[src/rtl/execute_mul_pipe_ctrl_pkg.sv]
// Shared types for the execute-stage multiplier pipe: issue, writeback,
// feedback and commit packs plus the default pipeline depth.
package execute_mul_pipe_ctrl_pkg;

  localparam int DEF_MUL_LATENCY = 3;
  localparam int DATA_W          = 32;
  localparam int PHY_W           = 6;
  localparam int ROB_W           = 5;

  typedef enum logic [1:0] {
    MUL_OP_MUL    = 2'd0,
    MUL_OP_MULH   = 2'd1,
    MUL_OP_MULHSU = 2'd2,
    MUL_OP_MULHU  = 2'd3
  } mul_op_t;

  typedef enum logic [3:0] {
    EXC_INSTRUCTION_ADDRESS_MISALIGNED = 4'd0,
    EXC_INSTRUCTION_ACCESS_FAULT       = 4'd1,
    EXC_ILLEGAL_INSTRUCTION            = 4'd2,
    EXC_BREAKPOINT                     = 4'd3
  } exception_id_t;

  typedef struct packed {
    logic                 valid;
    logic [DATA_W-1:0]    pc;
    logic [ROB_W-1:0]     rob_id;
    mul_op_t              op;
    logic [DATA_W-1:0]    src1_value;
    logic [DATA_W-1:0]    src2_value;
    logic                 rd_enable;
    logic                 need_rename;
    logic [PHY_W-1:0]     rd_phy;
    logic                 has_exception;
    exception_id_t        exception_id;
    logic [DATA_W-1:0]    exception_value;
  } issue_execute_pack_t;

  typedef struct packed {
    logic                 valid;
    logic [DATA_W-1:0]    pc;
    logic [ROB_W-1:0]     rob_id;
    logic                 rd_enable;
    logic                 need_rename;
    logic [PHY_W-1:0]     rd_phy;
    logic [DATA_W-1:0]    rd_value;
    logic                 has_exception;
    exception_id_t        exception_id;
    logic [DATA_W-1:0]    exception_value;
  } execute_wb_pack_t;

  typedef struct packed {
    logic                 enable;
    logic [PHY_W-1:0]     phy_id;
    logic [DATA_W-1:0]    value;
  } execute_feedback_channel_t;

  typedef struct packed {
    logic                 enable;
    logic                 flush;
  } commit_feedback_pack_t;

endpackage

[src/rtl/execute_mul_pipe_ctrl_mul_core.sv]
// Multiplier datapath: 33x33 signed product computed from the tag stage-0
// operands and carried through STAGES registers sharing one stage enable.
module execute_mul_pipe_ctrl_mul_core #(
  parameter int STAGES = 2
) (
  input  logic               clk,
  input  logic               en,
  input  logic signed [32:0] src_a,
  input  logic signed [32:0] src_b,
  output logic signed [63:0] product
);

  logic signed [63:0] a_ext;
  logic signed [63:0] b_ext;
  logic signed [63:0] prod_p [STAGES];

  // Low 64 bits of a 64x64 product equal the full 33x33 signed product.
  assign a_ext = {{31{src_a[32]}}, src_a};
  assign b_ext = {{31{src_b[32]}}, src_b};

  always_ff @(posedge clk) begin
    if (en) begin
      prod_p[0] <= a_ext * b_ext;
      for (int i = 1; i < STAGES; i++) begin
        prod_p[i] <= prod_p[i-1];
      end
    end
  end

  assign product = prod_p[STAGES-1];

endmodule

[src/rtl/execute_mul_pipe_ctrl.sv]
// Multiplier pipe controller: tag pipeline, stall/flush handling, result select.
// Optional MUL_PIPE_PERF_COUNTER_EN adds busy/stall cycle counters.
module execute_mul_pipe_ctrl
  import execute_mul_pipe_ctrl_pkg::*;
#(
  parameter int MUL_LATENCY = DEF_MUL_LATENCY
) (
  input  logic                      clk,
  input  logic                      rst,
  input  issue_execute_pack_t       issue_mul_fifo_data_out,
  input  logic                      issue_mul_fifo_data_out_valid,
  output logic                      issue_mul_fifo_pop,
  input  logic                      mul_wb_port_full,
  output execute_wb_pack_t          mul_wb_port_data_in,
  output logic                      mul_wb_port_we,
  output logic                      mul_wb_port_flush,
  output execute_feedback_channel_t mul_execute_channel_feedback_pack,
  input  commit_feedback_pack_t     commit_feedback_pack,
`ifdef MUL_PIPE_PERF_COUNTER_EN
  output logic [31:0]               mul_perf_busy_cycles,
  output logic [31:0]               mul_perf_stall_cycles,
`endif
  output logic                      mul_busy
);

  localparam int L = MUL_LATENCY;

  issue_execute_pack_t stage [L];
  logic [L-1:0]        stage_valid;
  logic                commit_flush;
  logic                advance;
  logic signed [32:0]  core_a;
  logic signed [32:0]  core_b;
  logic signed [63:0]  product;
  execute_wb_pack_t    wb_pack;
  issue_execute_pack_t last;

  function automatic logic [DATA_W-1:0] select_result(input mul_op_t op,
                                                      input logic [63:0] prod);
    return (op == MUL_OP_MUL) ? prod[31:0] : prod[63:32];
  endfunction

  assign commit_flush       = commit_feedback_pack.enable & commit_feedback_pack.flush;
  assign advance            = !(stage_valid[L-1] & mul_wb_port_full);
  assign issue_mul_fifo_pop = issue_mul_fifo_data_out_valid & advance & !commit_flush;
  assign mul_busy           = |stage_valid;

  always_ff @(posedge clk or negedge rst) begin
    if (!rst) begin
      stage_valid <= '0;
    end else if (commit_flush) begin
      stage_valid <= '0;
    end else if (advance) begin
      stage_valid <= {stage_valid[L-2:0], issue_mul_fifo_pop};
    end
  end

  always_ff @(posedge clk) begin
    if (advance) begin
      stage[0] <= issue_mul_fifo_data_out;
      for (int i = 1; i < L; i++) begin
        stage[i] <= stage[i-1];
      end
    end
  end

  // Signedness of each operand depends on the high-half variant.
  assign core_a = {(stage[0].op == MUL_OP_MULH || stage[0].op == MUL_OP_MULHSU) & stage[0].src1_value[31],
                   stage[0].src1_value};
  assign core_b = {(stage[0].op == MUL_OP_MULH) & stage[0].src2_value[31], stage[0].src2_value};

  execute_mul_pipe_ctrl_mul_core #(
    .STAGES (L - 1)
  ) u_mul_core (
    .clk     (clk),
    .en      (advance),
    .src_a   (core_a),
    .src_b   (core_b),
    .product (product)
  );

  assign last = stage[L-1];

  always_comb begin
    wb_pack                 = '0;
    wb_pack.valid           = last.valid;
    wb_pack.pc              = last.pc;
    wb_pack.rob_id          = last.rob_id;
    wb_pack.rd_enable       = last.rd_enable;
    wb_pack.need_rename     = last.need_rename;
    wb_pack.rd_phy          = last.rd_phy;
    wb_pack.has_exception   = last.has_exception;
    wb_pack.exception_id    = last.exception_id;
    wb_pack.exception_value = last.exception_value;
    wb_pack.rd_value        = (last.valid && !last.has_exception) ?
                              select_result(last.op, product) : '0;
  end

  assign mul_wb_port_data_in = wb_pack;
  assign mul_wb_port_we      = stage_valid[L-1] & !mul_wb_port_full & !commit_flush;
  assign mul_wb_port_flush   = commit_flush | (!stage_valid[L-1] & !mul_wb_port_full);

  assign mul_execute_channel_feedback_pack.enable = mul_wb_port_we & wb_pack.valid &
                                                    !wb_pack.has_exception &
                                                    wb_pack.rd_enable & wb_pack.need_rename;
  assign mul_execute_channel_feedback_pack.phy_id = wb_pack.rd_phy;
  assign mul_execute_channel_feedback_pack.value  = wb_pack.rd_value;

`ifdef MUL_PIPE_PERF_COUNTER_EN
  always_ff @(posedge clk or negedge rst) begin
    if (!rst) begin
      mul_perf_busy_cycles  <= '0;
      mul_perf_stall_cycles <= '0;
    end else begin
      if (mul_busy) mul_perf_busy_cycles <= mul_perf_busy_cycles + 32'd1;
      if (!advance) mul_perf_stall_cycles <= mul_perf_stall_cycles + 32'd1;
    end
  end
`endif

endmodule

[config.mk]
export PLATFORM = sky130hd
export DESIGN_NAME = execute_mul_pipe_ctrl
export DESIGN_NICKNAME = d
export VERILOG_FILES = /design/src/rtl/execute_mul_pipe_ctrl_pkg.sv /design/src/rtl/execute_mul_pipe_ctrl_mul_core.sv /design/src/rtl/execute_mul_pipe_ctrl.sv
export SDC_FILE = /design/constraint.sdc
export NUM_CORES = 2
export LEC_CHECK = 0
export CAP_MARGIN = 30
export CORE_MARGIN = 2
export CORE_UTILIZATION = 50
export DETAILED_ROUTE_END_ITERATION = 6
export GPL_TIMING_DRIVEN = 0
export PLACE_DENSITY = 0.73
export SYNTH_ARGS = -nofsm -noshare
export SYNTH_HDL_FRONTEND = slang
export SYNTH_SLANG_ARGS = --single-unit
[constraint.sdc]
create_clock -name clk -period 21.2 [get_ports clk]
set_clock_uncertainty 0.2 [all_clocks]
set_input_delay 3.18 -clock clk [delete_from_list [all_inputs] [get_ports clk]]
set_output_delay 3.18 -clock clk [all_outputs]
set_load 0.02 [all_outputs]
Word level (Yosys, flattened, before mapping)
Memories as Yosys holds them, arrays and structs flattened.
Cells that the tools add are included.

word-level totals
  register bits = 3
  RAM bits = 575
  input port bits = 155
  output and inout port bits = 158
  logic and storage cells = 35
  memories = 2

cells by class
  $mul = 1
  equality and inequality tests = 3
  mux-type cells = 5
  bitwise gates (word level) = 14
  reduce and logical (&&, ||, !) cells = 9

memory list
  name               words  width  rd ports  clocked after Yosys merged registers in  wr ports  line                                  source
  stage              3      149    3         0                                        3         execute_mul_pipe_ctrl.sv:28           issue_execute_pack_t stage [L];
  u_mul_core.prod_p  2      64     2         0                                        2         execute_mul_pipe_ctrl_mul_core.sv:15  logic signed [63:0] prod_p [STAGES];

operators by type and width
  kind                                            count
  multiplier 33 x 33 -> 64 bit                    1
  2-to-1 mux 32 bit                               2
  bitwise AND 1 bit                               13
  2-to-1 mux 3 bit                                2
  logical NOT 1 bit                               5
  OR reduction 3 bit                              1
  == test 2 x 1 -> 1 bit (second input constant)  1
  == test 2 bit (second input constant)           1
  logical NOT 2 bit                               1
  inequality test 2 bit (second input constant)   1
  logical AND 1 bit                               1
  logical OR 1 bit                                1
  2-to-1 mux 1 bit                                1
  OR 1 bit                                        1

Longest topological paths before layout
  depth after elaboration = 7
  mapped depth = 31
  depth with buffers taken out = 29

By module
From an unflattened synthesis, not the netlist that was laid out.

second synthesis, totals
  cells, all modules = 4916
  area total of the unflattened synthesis = 54188.2 um^2

modules (own cells, without submodules)
  module                          instances  cells an instance  area an instance (um^2)  sequential area each (um^2)
  execute_mul_pipe_ctrl_mul_core  1          4334               42766.0                  3843.7
  execute_mul_pipe_ctrl           1          582                11422.2                  9654.3

Worst setup path after synthesis
No wires, ideal clock.

  path kind = input to output
  start point = input mul_wb_port_full
  end point = output issue_mul_fifo_pop
  arrival time = 13808 ps
  required time = 17820 ps
  slack = 4012 ps
  stages = 2
  buffers on the path = 0
  cell sequence = nand2_1 -> and3_1

on the way
  word-level cells in the longest chain between the ends = 4

RTL lines
  item                             line                         source
  start: declaration               execute_mul_pipe_ctrl.sv:13  input logic mul_wb_port_full,
  bitwise AND 1 bit                execute_mul_pipe_ctrl.sv:44  assign advance = !(stage_valid[L-1] & mul_wb_port_full);
  logical NOT 1 bit                execute_mul_pipe_ctrl.sv:44
  bitwise AND 1 bit (2 in series)  execute_mul_pipe_ctrl.sv:45  assign issue_mul_fifo_pop = issue_mul_fifo_data_out_valid & advance & !commit_flush;
  end: declaration                 execute_mul_pipe_ctrl.sv:12  output logic issue_mul_fifo_pop,

Every way passes these cells.

==> reports/results.txt <==
The library cell occupying the most area in the post-synthesis netlist is sky130_fd_sc_hd__fa_1. STA classifies the critical path startpoint as a flop. The clock passes through at most 3 buffers. Setup repair after global routing left no endpoint under its margin.

The clock network latency to the later pin of the worst-skew pair is 0.63 ns. The final standard cell area without fillers was 59500 um^2; the total cell area at the placement stage was 58000 um^2. The post-detailed-route DRC marker count was 1. In this run the post-CTS setup repair buffer count came out at 0. The core box area was 105000 um^2; the worst setup slack before clock tree synthesis was 11.18 ns.

Synthesis instantiated 66 different standard cells from the library. The post-cts hold buffer count was 0; the total area of sequential cells was 13500 um^2. The slowest stage of the critical path belongs to the cell sky130_fd_sc_hd__fa_1. The area of combinational cells with multiple inputs came out at 33100 um^2. Mean instance size in the synthesized netlist: 10.8 um^2. The share of layout cells above drive strength 1 works out to 4.44%. For the pin with the worst max-slew slack, the measured transition is 1.12 ns. After clock tree synthesis, the repair step resized 0 gates.

The detail route stage leaves a number of antenna-violating nets equal to 0. The die is 329 um tall. The run gives 70 as the largest net degree at the start of global routing. The total number of nets in the final design came out at 6781.

The register clock-pin slew on the reported worst setup and hold paths works out to 0.06 ns. The run finished, with violations left. The number of antenna violations at the first check in global routing was 12.

After detailed routing, the number of vias per cell comes to 5.46. The number of enable flip-flop cells after synthesis was 447; the H-tree depth reported by CTS was 2. In this run, placement finished with an instance count of 6629. For the reg-to-reg setup timing slack, the log shows 11.06 ns. The number of global-route vias before repair came out at 38616. In this run, CTS created clock tree buffers numbering 46.

During placement, the flow inserted port buffers numbering 312. After detailed routing, the average wire length per cell comes to 24.6 um. The remaining max-slew budget at the tightest pin is 25.0%. Final wirelength: 165000 um. The logs give 7 for the number of iterations in the first detailed-routing pass and 0 for the number of max-slew violations in the final report. The dominant cell type by count on the critical path is sky130_fd_sc_hd__fa_1. Fill cells in the final layout number 8941.

STA puts the critical path data required time at 21.35 ns. At the end of routability-driven placement, the weighted congestion stood at 1.03. Of all nets on the critical path, the largest fanout is 10. The number of nets handed over by synthesis was 6401. For the sequential area share after synthesis, the log shows 25.6%. The worst hold path belongs to the class flop to flop. For this run, the top clock speed supported by timing is 0.0986 GHz. For the final instance count without filler cells, the log shows 6716. For this run, the leading register cell type out of synthesis is sky130_fd_sc_hd__edfxtp_1. Together, buffers and inverters on the worst path number 6. The overall die width was 329 um.

The part of the cycle the worst path needs is 47.8%. In this run the biggest area consumer among cell types represents 42.7% of the synthesized area. From synthesis to final layout, the design area changed by 12.8%. The kind of end point of the critical path is a flop.

Max-cap violations in this run came to 0. The run gives 11.06 ns as the final setup slack of the worst path. Ranked by total cell area, the synthesized netlist is headed by sky130_fd_sc_hd__fa_1 (43%), sky130_fd_sc_hd__edfxtp_1 (25%), sky130_fd_sc_hd__inv_1 (8.4%). For this configuration, the core starts out at a cell density of 50.3%. The setup path with the least slack is of type flop to flop. The count of pins on the block boundary is 313. For the post-DP HPWL, the log shows 138000 um. CTS placed an instance of sky130_fd_sc_hd__clkbuf_16 at the clock tree root.

The number of setup violations in the final report was 0. Data arrives at the worst endpoint at 10.29 ns. Number of endpoints with negative hold slack in the final report: 0. The total standard cell area after synthesis is 52800 um^2. The checks that failed: design-rule violations.

The proportion of synthesized flip-flops having asynchronous set or reset was 0.667%; the delay of the slowest cell on the worst path was 0.73 ns. Global routing consumed, over all layers together, 31.4% of the routing resources. The area of the die was 108000 um^2; the total grt overflow was 0. The first global-routing pass estimated 244000 um of wire.

Counting every instance in the synthesized netlist gives 4908. The register bit count reported by yosys came out at 450. TritonCTS built the clock tree. Across all layers, the routed design uses 36646 vias. The Yosys step of the flow raised 0 warnings. In this run, the number of DRC markers left after iteration 0 of detailed routing was 3162. The final critical path time including I/O delays and setup came out at 10.14 ns.

For the number of sinks handled by clock tree synthesis, the log shows 450. On the critical path the largest part of the delay comes from adder cells. The floorplan row count came out at 119.
==> sequential cells by signal, summed over array words and instances (netlist names) <==
register           count
u_mul_core.prod_p    128
stage_valid            3
stage                319
==> cell usage in the layout (no fill, tap or decap), types with 8 or more instances in the layout <==
cell / synthesis / final
sky130_fd_sc_hd__clkinv_1: 0 / 9
sky130_fd_sc_hd__nand4_1: 12 / 12
sky130_fd_sc_hd__inv_1: 1177 / 1177
sky130_fd_sc_hd__nor2_1: 62 / 62
sky130_fd_sc_hd__a211oi_1: 14 / 14
sky130_fd_sc_hd__clkbuf_1: 216 / 222
sky130_fd_sc_hd__nand2_1: 882 / 881
sky130_fd_sc_hd__ha_1: 213 / 213
sky130_fd_sc_hd__nor3_1: 8 / 8
sky130_fd_sc_hd__or2_2: 12 / 12
sky130_fd_sc_hd__buf_8: 0 / 12
sky130_fd_sc_hd__fa_1: 1125 / 1125
sky130_fd_sc_hd__nand3_1: 8 / 8
sky130_fd_sc_hd__edfxtp_1: 447 / 447
sky130_fd_sc_hd__o21ai_0: 37 / 37
sky130_fd_sc_hd__buf_4: 124 / 124
sky130_fd_sc_hd__xnor2_1: 48 / 48
sky130_fd_sc_hd__a21o_1: 22 / 22
sky130_fd_sc_hd__o21a_1: 8 / 8
sky130_fd_sc_hd__clkbuf_16: 0 / 46
sky130_fd_sc_hd__xor2_1: 21 / 21
sky130_fd_sc_hd__clkdlybuf4s50_1: 0 / 312
sky130_fd_sc_hd__and2_1: 287 / 287
sky130_fd_sc_hd__a21oi_1: 83 / 83
==> cell families (layout without fill, tap and decap cells) <==
logic type	after synthesis	after routing	synth area share [%]
buffers and inverters	1520	1933	11.7
adder cells (fa/ha/maj)	1338	1338	47.7
AND/OR/NAND/NOR	1304	1304	11.0
flip-flops	450	450	25.6
AO/OA/AOI/OAI	225	225	2.82
XOR/XNOR	69	69	1.15
multiplexers	2	2	0.0379
other	0	4	0
==> worst register-to-register path, delay by kind of cell, from the launching register on <==
kind | cells | cell delay, ns
fa+ha+maj | 10 | 4.92
compound gates | 6 | 1.75
buf+inv | 6 | 1.51
simple gates | 4 | 1.08
flops | 1 | 0.42
==> layer usage <==
metal	track usage [%]	routed length [um]	part of all wire [%]
met3	6.71	15300	9.2
met5	0	22	0.013
met4	21.3	14500	8.8
met2	50.4	77300	47
met1	38.4	58000	35
==> layout make-up <==
type	instances	area share [%]
Multi-Input combinational cell	2938	55.6
Sequential cell	450	22.7
Inverter	1177	7.42
Timing Repair Buffer	332	5.85
Buffer	343	2.95
Tap cell	1391	2.92
Clock buffer	52	1.97
Clock inverter	29	0.570
Antenna cell	4	0.0168
==> Yosys cell counts (4+ instances only) <==
| cell | count |
|---|---|
| sky130_fd_sc_hd__clkbuf_1 | 216 |
| sky130_fd_sc_hd__a21o_1 | 22 |
| sky130_fd_sc_hd__a21oi_1 | 83 |
| sky130_fd_sc_hd__o21ai_0 | 37 |
| sky130_fd_sc_hd__o21bai_1 | 7 |
| sky130_fd_sc_hd__and2_1 | 287 |
| sky130_fd_sc_hd__fa_1 | 1125 |
| sky130_fd_sc_hd__buf_4 | 124 |
| sky130_fd_sc_hd__nor2b_1 | 5 |
| sky130_fd_sc_hd__a31oi_1 | 4 |
| sky130_fd_sc_hd__nand3_1 | 8 |
| sky130_fd_sc_hd__nor3_1 | 8 |
| sky130_fd_sc_hd__ha_1 | 213 |
| sky130_fd_sc_hd__o211ai_1 | 6 |
| sky130_fd_sc_hd__nand4_1 | 12 |
| sky130_fd_sc_hd__and3_1 | 6 |
| sky130_fd_sc_hd__a2111o_1 | 4 |
| sky130_fd_sc_hd__inv_1 | 1177 |
| sky130_fd_sc_hd__o21a_1 | 8 |
| sky130_fd_sc_hd__nor2_1 | 62 |
| sky130_fd_sc_hd__o21ai_1 | 4 |
| sky130_fd_sc_hd__a211oi_1 | 14 |
| sky130_fd_sc_hd__nand2_1 | 882 |
| sky130_fd_sc_hd__xor2_1 | 21 |
| sky130_fd_sc_hd__nand2b_1 | 7 |
| sky130_fd_sc_hd__xnor2_1 | 48 |
| sky130_fd_sc_hd__or2_2 | 12 |
| sky130_fd_sc_hd__edfxtp_1 | 447 |
==> final timing paths <==
path                                     from                        to  cells past startpoint
worst min register to register  stage[0][258]             stage[0][407]                      0
min in group asynchronous                 rst            stage_valid[0]                      1
worst max register to register  stage[0][109]  u_mul_core.prod_p[0][63]                     26
worst min-delay path            stage[0][258]             stage[0][407]                      0
worst max-delay path            stage[0][109]  u_mul_core.prod_p[0][63]                     26
max in group asynchronous                 rst            stage_valid[2]                      1
==> per-stage QoR <==
step,utilization (%),hold slack [ns],TNS (ns)
final,56.7,0.200,0
after global routing,56.7,0.195,0
after CTS,56.7,0.188,0
after detailed placement,55.2,0.205,0
after global placement,54.9,0.200,-0.762
after floorplan,-,0.200,0
Power is left out: the tool's default activity adds up to more than one toggle a clock period on the data nets, which glitch-free logic cannot reach.
